### src/rtl/alu_cmd_issuer.sv
`default_nettype none
// ============================================================================
//  Module      : alu_cmd_issuer
//  Description : Queues ALU commands in a small FIFO and issues each one to a
//                downstream accumulator (which has no enable) for its repeat
//                count. The outputs are driven to NOP whenever no command is
//                issuing. Pause is honoured only between commands.
//  Revision    : 1.0  initial release
// ============================================================================
module alu_cmd_issuer #(
    parameter int unsigned DEPTH = 4
) (
    input  logic                       clock,
    input  logic                       reset_L,
    input  logic                       in_valid,
    output logic                       in_ready,
    input  logic [1:0]                 in_op,
    input  logic [3:0]                 in_operand,
    input  logic [1:0]                 in_repeat,
    input  logic                       pause,
    output logic [1:0]                 operation,
    output logic [3:0]                 operand,
    output logic                       issue_strobe,
    output logic [$clog2(DEPTH):0]     level,
    output logic                       drop_err
);

    localparam int unsigned c_aw = $clog2(DEPTH);
    localparam int unsigned c_lw = c_aw + 1;
    localparam logic [c_lw-1:0] c_depth = c_lw'(DEPTH);

    // A FIFO entry packs {op[7:6], operand[5:2], repeat[1:0]}.
    typedef logic [7:0] entry_t;

    typedef enum logic [0:0] {
        IDLE  = 1'b0,
        ISSUE = 1'b1
    } state_t;

    state_t             state_q, state_d;
    entry_t             mem_q [DEPTH];
    logic [c_aw-1:0]    wr_ptr_q, wr_ptr_d;
    logic [c_aw-1:0]    rd_ptr_q, rd_ptr_d;
    logic [c_lw-1:0]    level_q, level_d;
    logic [1:0]         remaining_q, remaining_d;
    logic [1:0]         operation_q, operation_d;
    logic [3:0]         operand_q, operand_d;
    logic               strobe_q, strobe_d;
    logic               drop_err_q, drop_err_d;

    logic               w_push;
    logic               w_pop;
    logic               w_boundary;
    entry_t             w_head;

    // Ready looks only at registered occupancy, so a pop never frees a slot
    // for a push in the same cycle; it is held low while reset is asserted.
    assign in_ready   = reset_L & (level_q < c_depth);
    assign w_push     = in_valid & in_ready;
    assign w_head     = mem_q[rd_ptr_q];

    // A command boundary is idle, or the last repeat of the issuing command.
    assign w_boundary = (state_q == IDLE) || (remaining_q == 2'd0);
    assign w_pop      = w_boundary && (level_q != '0) && !pause;

    assign operation    = operation_q;
    assign operand      = operand_q;
    assign issue_strobe = strobe_q;
    assign level        = level_q;
    assign drop_err     = drop_err_q;

    // FIFO storage; contents need no reset since occupancy gates every read.
    always_ff @(posedge clock) begin
        if (w_push) begin
            mem_q[wr_ptr_q] <= {in_op, in_operand, in_repeat};
        end
    end

    // FIFO pointer / occupancy update and sticky drop detection.
    always_comb begin
        wr_ptr_d   = wr_ptr_q;
        rd_ptr_d   = rd_ptr_q;
        level_d    = level_q;
        drop_err_d = drop_err_q;
        if (w_push) begin
            wr_ptr_d = wr_ptr_q + 1'b1;
        end
        if (w_pop) begin
            rd_ptr_d = rd_ptr_q + 1'b1;
        end
        level_d = level_q + c_lw'(w_push) - c_lw'(w_pop);
        if (in_valid && !in_ready) begin
            drop_err_d = 1'b1;
        end
    end

    // Issue FSM next state and registered output values.
    always_comb begin
        state_d     = state_q;
        remaining_d = remaining_q;
        operation_d = operation_q;
        operand_d   = operand_q;
        strobe_d    = strobe_q;
        if (w_pop) begin
            state_d     = ISSUE;
            operation_d = w_head[7:6];
            operand_d   = w_head[5:2];
            remaining_d = w_head[1:0];
            strobe_d    = 1'b1;
        end else if (w_boundary) begin
            state_d     = IDLE;
            operation_d = 2'd0;
            operand_d   = 4'd0;
            remaining_d = 2'd0;
            strobe_d    = 1'b0;
        end else begin
            remaining_d = remaining_q - 2'd1;
        end
    end

    // State registers with asynchronous active-low reset.
    always_ff @(posedge clock or negedge reset_L) begin
        if (!reset_L) begin
            state_q     <= IDLE;
            wr_ptr_q    <= '0;
            rd_ptr_q    <= '0;
            level_q     <= '0;
            remaining_q <= 2'd0;
            operation_q <= 2'd0;
            operand_q   <= 4'd0;
            strobe_q    <= 1'b0;
            drop_err_q  <= 1'b0;
        end else begin
            state_q     <= state_d;
            wr_ptr_q    <= wr_ptr_d;
            rd_ptr_q    <= rd_ptr_d;
            level_q     <= level_d;
            remaining_q <= remaining_d;
            operation_q <= operation_d;
            operand_q   <= operand_d;
            strobe_q    <= strobe_d;
            drop_err_q  <= drop_err_d;
        end
    end

endmodule
`default_nettype wire

### config.mk
export PLATFORM = sky130hd
export DESIGN_NAME = alu_cmd_issuer
export DESIGN_NICKNAME = d
export VERILOG_FILES = /design/src/rtl/alu_cmd_issuer.sv
export SDC_FILE = /design/constraint.sdc
export NUM_CORES = 1
export LEC_CHECK = 0
export CORE_MARGIN = 10
export CORE_UTILIZATION = 32
export DETAILED_ROUTE_END_ITERATION = 10
export HOLD_SLACK_MARGIN = 0.03
export SYNTH_ARGS = -nofsm -noshare
export SYNTH_HDL_FRONTEND = slang
export SYNTH_SLANG_ARGS = --single-unit
### constraint.sdc
create_clock -name clock -period 3.1 [get_ports clock]
set_input_delay 0.465 -clock clock [delete_from_list [all_inputs] [get_ports clock]]
set_output_delay 0.465 -clock clock [all_outputs]
set_load 0.05 [all_outputs]
==> summary.md, run 1 <==
| Metric | Value |
|---|---|
| Site row count | 28 |
| Ratio of final minimum period to clock period | around 76% |
| Reg2Reg Setup Slack | 820 ps |
| Synth area leaders | edfxtp_1 49%, dfrtp_1 22%, mux4_2 8.1% |
| Area Overhead vs Synth | 23.0% |
| WL per Instance | ~17 µm |
| Drt first pass iters | 4 |
| DP Worst Slack | 410 ps |
| Kind of critical path | in2reg |
| Setup TNS | 0 ps |
| First-pass GRT wire length | just under 6000 µm |
| Reg2Reg Depth | 9 |
| Area share of the largest cell type after synthesis | 49.1% |
| Max-Cap Viols | 0 |
| FF-to-FF End | level[2]$_DFF_PN0_ |
| Yosys warns | 0 |
| Post-cts sizing count | 0 |
| Cts bufs inserted | 5 |
| Core Box Area | 5920 µm² |
| Reg area | roughly 1400 µm² |
| I/O pin count | 24 |
| Hold buffer count at cts | 0 |
| Clock buffer depth | 2 |
| Ant diodes | 0 |
| Final worst setup slack | 732 ps |
| RSZ-0062 raised after global routing | false |
| Hold crit path type | reg2reg |
| DRC Markers | 0 |
| Synth Flop Type | edfxtp_1 |
| Final Critical Period | 2370 ps |
| Max Transition Viols Final | 0 |
| Fin nets | 155 |
| DRT antenna net count | 0 |
| Worst-Margin Slew | 610 ps |
| Worst Path Arrival | 2600 ps |
| Post-Synthesis Cells | 104 |
| Slew HR | 59.4% |
| Post-Syn Area | just under 2000 µm² |
| Required time of the worst setup path | between 3000 and 4000 ps |
| Share of flip-flops with an asynchronous set or reset | 34.7% |
| Commonest cells post-synth | 32 x edfxtp_1, 17 x dfrtp_1, 9 x inv_1 |
| Crit-path max FO | 3 |
| Leakage | 0.914 nW |
| Vias in the first global route | 1,119 |
| CTS clk-pin slew, worst paths | 90 ps |
| H-tree Lvls | 2 |
| Max incr delay on CP | between 400 and 500 ps |
| Final WL | 3570 µm |
| Die area | 9640 µm² |
| Share of cells above drive strength 1 | 16.2% |
| Most common cell in the synthesized netlist | edfxtp_1 |
| CP most frequent cell | inv_1 |
| Pwr Density | 938 nW/µm² |
| Largest net degree at the start of global routing | 18 |
| Global router's overall resource usage | under 10% |
| CTS tree | yes |
| Post-synth EDFFs | 32 |
| Setup repair bufs after CTS | 0 |
| Reg2reg start | level[1]$_DFF_PN0_ |
| Worst Skew | about 11 ps |
| Initial DRC count | 62 |
| Die width | 98.2 µm |
| Vias | between 900 and 1,000 |
| Family with the most delay on the worst path | adder cells |
| Hold path depth | 1 |
| HPWL Detailed | 2470 µm |
| Die height | 98.2 µm |
| Fmax | 422 MHz |
| CP Cell Sequence | clkdlybuf4s50_1, nor2b_1, and2_1, inv_1, ha_1, inv_1, ha_1, inv_1, fa_1, xnor2_1, xnor2_1 |
| Status | complete, no violations |
| Clk root buf | clkbuf_8 |
| WHS Endpoint | drop_err$_DFFE_PN0P_ |
| Crit end category | register |
| Crit start category | input port |
| Post-synth net total | 124 |
| Flops & latches, synth | 49 |
| Area of the multi-input gates | 509 µm² |
| GRT overflow | 0 |
| Fillers | 540 |
| Final Hold Fails | 0 |
| Worst ir drop on vdd | approximately 0.5 mV |
| Synth unique cells | 23 |
| Min-delay src | drop_err$_DFFE_PN0P_ |
| Clock Sinks | 49 |
| Worst-Skew Late Latency | approximately 300 ps |
| Antenna violations before repair | 0 |
| Global placement routability congestion | 0.691 |
| PortBufs | 23 |
| WP buf/inv | 4 |
| Worst path slowest cell | clkdlybuf4s50_1 |
| Initial Utilization | between 30% and 40% |
| Final setup fails | 0 |
| Post-synth top area cell | edfxtp_1 |
| Register area share after synthesis | 70.9% |
| Via density per instance | 4.64 |
| Avg Cell Area, Syn | 18.8 µm² |
where the power goes:
group          internal [mW]  switching, mW
combinational          0.384          0.456
sequential             0.829          0.131
clock                  0.242          0.214
worst max path at each step:
stage                     depth (start not counted)  slack (ps)            endpoint                from
after detailed placement                         11         410  level[2]$_DFF_PN0_             reset_L
after floorplan                                  10           7  level[2]$_DFF_PN0_  level[2]$_DFF_PN0_
after global routing                             11         510  level[2]$_DFF_PN0_             reset_L
after global placement                           11         470  level[2]$_DFF_PN0_             reset_L
after CTS                                        11         720  level[2]$_DFF_PN0_             reset_L
final                                            11         730  level[2]$_DFF_PN0_             reset_L
cells in the final DEF, fill, tap and decap left out, types with 2 or more instances in the layout:
cell | synthesis | routed
mux4_2 | 7 | 7
ha_1 | 7 | 7
a22o_1 | 7 | 7
buf_4 | 0 | 4
edfxtp_1 | 32 | 32
clkdlybuf4s50_1 | 0 | 22
nor2b_1 | 2 | 2
xnor2_1 | 3 | 3
inv_1 | 9 | 9
clkbuf_8 | 0 | 5
and3_1 | 4 | 4
xor2_1 | 2 | 2
dfrtp_1 | 17 | 17
area by class of cell:
type                            count  share of cell area (%)
Sequential cell                    49                    57.6
Multi-Input combinational cell     43                    21.2
Inverter                            9                    1.40
Tap cell                           75                    3.90
Clock inverter                      3                    1.82
Clock buffer                        5                    2.86
Timing Repair Buffer               27                    11.2
metal layers:
layer / vias up / routed length [µm] / global-route usage, % / part of all wire (%)
met5: - / 0 / 0 / 0
met4: 0 / 21 / 1.98 / 0.59
met3: 4 / 210 / 3.31 / 5.9
met2: 21 / 1840 / 12.9 / 52
met1: 500 / 1490 / 8.65 / 42
li1: 455 / - / - / -
cell families (layout without fill, tap and decap cells):
group / after synthesis / count (layout) / share of synthesized area (%)
simple gates: 11 / 11 / 4.09
fa+ha+maj: 8 / 8 / 5.50
compound gates: 10 / 10 / 4.22
flops: 49 / 49 / 70.9
mux: 9 / 9 / 9.98
xor+xnor: 5 / 5 / 2.24
buf+inv: 12 / 44 / 3.07
per-stage QoR:
step           cells  power [mW]  hold WS (ps)  util [%]  cell area (µm²)
6_report         211        2.26           494      40.6             2410
4_1_cts          211        2.30           509      40.6             2410
5_1_grt          211        2.41           519      40.6             2410
3_5_place_dp     203        1.83           487      38.7             2290
3_3_place_gp     203        1.80           474      38.7             2290
2_1_floorplan    104        1.56           169         -             1960
flip-flops by register name (all words and copies together), names as in the netlist:
name / flops
wr_ptr_q: 2
operand: 4
drop_err: 1
issue_strobe: 1
level: 3
mem_q: 32
remaining_q: 2
operation: 2
rd_ptr_q: 2
Note: power is estimated with default switching activity, not from simulation.
==> run 2: changes to the inputs <==
clock period = 2 ns   (was 3.1 ns; I/O delays follow)
==> run 2 against run 1 <==
The run now ends with setup timing left. Sequential cell count is the same. Critical path depth is the same. Global-route usage grew 0.53 points. Clock skew shrank 4.3 ps. Largest cell class unchanged. Largest power group is now combinational cells. Highest routed layer unchanged.
==> summary.md, run 2 (synthesis results as in run 1) <==
| Metric | Value |
|---|---|
| Final worst setup slack | -28.5 ps (was 732 ps) |
| Failing checks | setup timing |
| Global placement routability congestion | 0.667 (was 0.691) |
| Crit-path max FO | 3 (unchanged) |
| Comb power frac | 45.0% (was 37.3%) |
| Share of cells above drive strength 1 | 37.9% (was 16.2%) |
| Ant diodes | 0 (unchanged) |
| Largest net degree at the start of global routing | 18 (unchanged) |
| Crit end category | register (unchanged) |
| Final std cell area, no fill | 2610 µm² (was 2410 µm²) |
| Leakage | 1.01 nW (was 0.914 nW) |
| P_int | 2.45 mW (was 1.46 mW) |
| Busiest grt layer | met2 (unchanged) |
| RSZ-0062 raised after global routing | true (was false) |
| Reg power frac | 38.6% (was 42.6%) |
| Max-Cap Viols | 0 (unchanged) |
| Die height | 98.2 µm (unchanged) |
| Worst-Skew Late Latency | 300 ps (about the same) |
| Vias | 1,060 (was 980) |
| CTS clk-pin slew, worst paths | 90 ps (about the same) |
| DRT antenna net count | 0 (unchanged) |
| Initial Utilization | 33.0% (unchanged) |
| Die area | 9640 µm² (unchanged) |
| Fin nets | 172 (was 155) |
| Met3 Use GR | 2.82% (was 3.31%) |
| Final Critical Period | ~2000 ps |
| Initial DRC count | 36 (was 62) |
| Max incr delay on CP | 430 ps (was 480 ps) |
| Worst Skew | 6.84 ps (was 11.1 ps) |
| Fmax | 493 MHz |
| PortBufs | 23 (unchanged) |
| Required time of the worst setup path | 2220 ps (was 3330 ps) |
| Final Hold Fails | 0 (unchanged) |
| Pwr Density | 1440 nW/µm² (was 938 nW/µm²) |
| GR Util met1 | 8.68% (was 8.65%) |
| HPWL Detailed | 2690 µm (was 2470 µm) |
| Area Overhead vs Synth | 33.7% (was 23.0%) |
| Worst Path Arrival | 2250 ps (was 2600 ps) |
| NetSw | 1.32 mW (was 0.801 mW) |
| Die width | 98.2 µm (unchanged) |
| DRC Markers | 0 (unchanged) |
| Worst ir drop on vdd | 0.911 mV (was 0.499 mV) |
| Clk root buf | clkbuf_8 (unchanged) |
| Kind of critical path | reg2reg (was in2reg) |
| Hold crit path type | in2async (was reg2reg) |
| Via density per instance | 4.65 (was 4.64) |
| Most frequent cells in the layout | 32 x edfxtp_1, 22 x clkdlybuf4s50_1, 19 x buf_4 (was 32 x edfxtp_1, 22 x clkdlybuf4s50_1, 17 x dfrtp_1) |
| Met2 usage in global routing | 14.2% (was 12.9%) |
| CTS tree | yes (unchanged) |
| Ratio of final minimum period to clock period | 101% |
| Drt first pass iters | 3 (was 4) |
| Cts bufs inserted | 5 (unchanged) |
| CP most frequent cell | inv_2 (was inv_1) |
| Max Transition Viols Final | 0 (unchanged) |
| WP buf/inv | 4 (unchanged) |
| Core Box Area | 5920 µm² (unchanged) |
| Register name with the most flops | mem_q (unchanged) |
| Slew HR | 66.3% (was 59.4%) |
| WL per Instance | 16.6 µm (was 16.9 µm) |
| Clock buffer depth | 2 (unchanged) |
| GRT overflow | 0 (unchanged) |
| Clock Sinks | 49 (unchanged) |
| Total chip power | 3.78 mW (was 2.26 mW) |
| CP Cell Sequence | buf_6, nor2b_4, and2_4, inv_2, ha_4, inv_2, ha_4, inv_2, fa_2, xnor2_2, xnor2_1 (was clkdlybuf4s50_1, nor2b_1, and2_1, inv_1, ha_1, inv_1, ha_1, inv_1, fa_1, xnor2_1, xnor2_1) |
| Sw Ratio | 35.0% (was 35.5%) |
| Worst-Margin Slew | 503 ps (was 610 ps) |
| Global router's overall resource usage | 8.17% (was 7.64%) |
| Crit start category | register (was input port) |
| Final setup fails | 1 (was 0) |
| Clock Power Share | 16.4% (was 20.2%) |
| H-tree Lvls | 2 (unchanged) |
| I/O pin count | 24 (unchanged) |
| Vias in the first global route | 1,217 (was 1,119) |
| Max FFs per register | 32 (unchanged) |
| Final WL | 3780 µm (was 3570 µm) |
| Worst path slowest cell | dfrtp_2 (was clkdlybuf4s50_1) |
| Antenna violations before repair | 0 (unchanged) |
| First-pass GRT wire length | 6150 µm (was 5890 µm) |
| Placed inst area | 2450 µm² (was 2290 µm²) |
| Site row count | 28 (unchanged) |
| Family with the most delay on the worst path | adder cells (unchanged) |
| Status | finished with violations (was complete, no violations) |
| Commonest non-fill, non-tap cell in the layout | edfxtp_1 (unchanged) |
run 2: cell count changes in the layout (fill, tap and decap cells not counted), moves of 3 or more:
cell,before,now
inv_1,9,3
dfrtp_1,17,13
ha_1,7,4
ha_4,0,3
dfrtp_2,0,4
buf_4,4,19
inv_2,0,6
run 2: worst paths after layout:
| path | startpoint | end | slack [ps] | cells past startpoint |
|---|---|---|---|---|
| min in group clock | drop_err$_DFFE_PN0P_ | drop_err$_DFFE_PN0P_ | 480 | 1 |
| max reg2reg | level[2]$_DFF_PN0_ | level[2]$_DFF_PN0_ | -30 | 11 |
| max | level[2]$_DFF_PN0_ | level[2]$_DFF_PN0_ | -30 | 11 |
| min | reset_L | rd_ptr_q[1]$_DFFE_PN0P_ | 370 | 2 |
| max in group asynchronous | reset_L | level[1]$_DFF_PN0_ | 1420 | 2 |
| min reg2reg | drop_err$_DFFE_PN0P_ | drop_err$_DFFE_PN0P_ | 480 | 1 |
run 2: cell type report:
class,count,area [µm²]
fill,535,3310
sequential,49,1390
multi-input combinational,43,579
timing repair buffer,44,414
clock buffer,7,96.3
tap,75,93.8
inverter,9,33.8
clock inverter,1,5.00
run 2: power by group through the flow:
stage | clock network (mW) | logic, mW | registers [mW]
after CTS | 0.641 | 1.65 | 1.46
final | 0.620 | 1.70 | 1.46
after detailed placement | 0 | 1.62 | 1.47
after global routing | 0.685 | 1.84 | 1.49
after floorplan | 0 | 0.801 | 1.71
after global placement | 0 | 1.55 | 1.46
run 2: what timing repair did:
item                                    CTS  global route
gates resized for setup                   3             6
pin swaps                                 3             4
hold buffers                              0             0
endpoints found under the setup margin    1             2
setup buffers                             1             3
run 2: metal layers:
layer / routed length (µm) / part of all wire [%]
met5: 0 / 0
met4: 77 / 2.0
met3: 177 / 4.7
met2: 2020 / 53
met1: 1510 / 40
run 2: stage by stage:
stage               utilization [%]  TNS [ps]  instances  hold slack (ps)  worst slack (ps)
finish                         44.1     -28.5        228              367             -28.5
global route                   44.1      -112        228              390              -110
CTS                            43.5     -21.1        225              376             -21.1
detailed placement             41.4      -533        216              470              -328
global placement               41.4      -442        216              470              -260
floorplan                         -      -564        104             4.41              -333
==> run 3: changes to the inputs <==
GPL_ROUTABILITY_DRIVEN = 0   (was default)
==> results of run 3 <==
No change in the layout: final DEF, timing and power equal those of run 2.
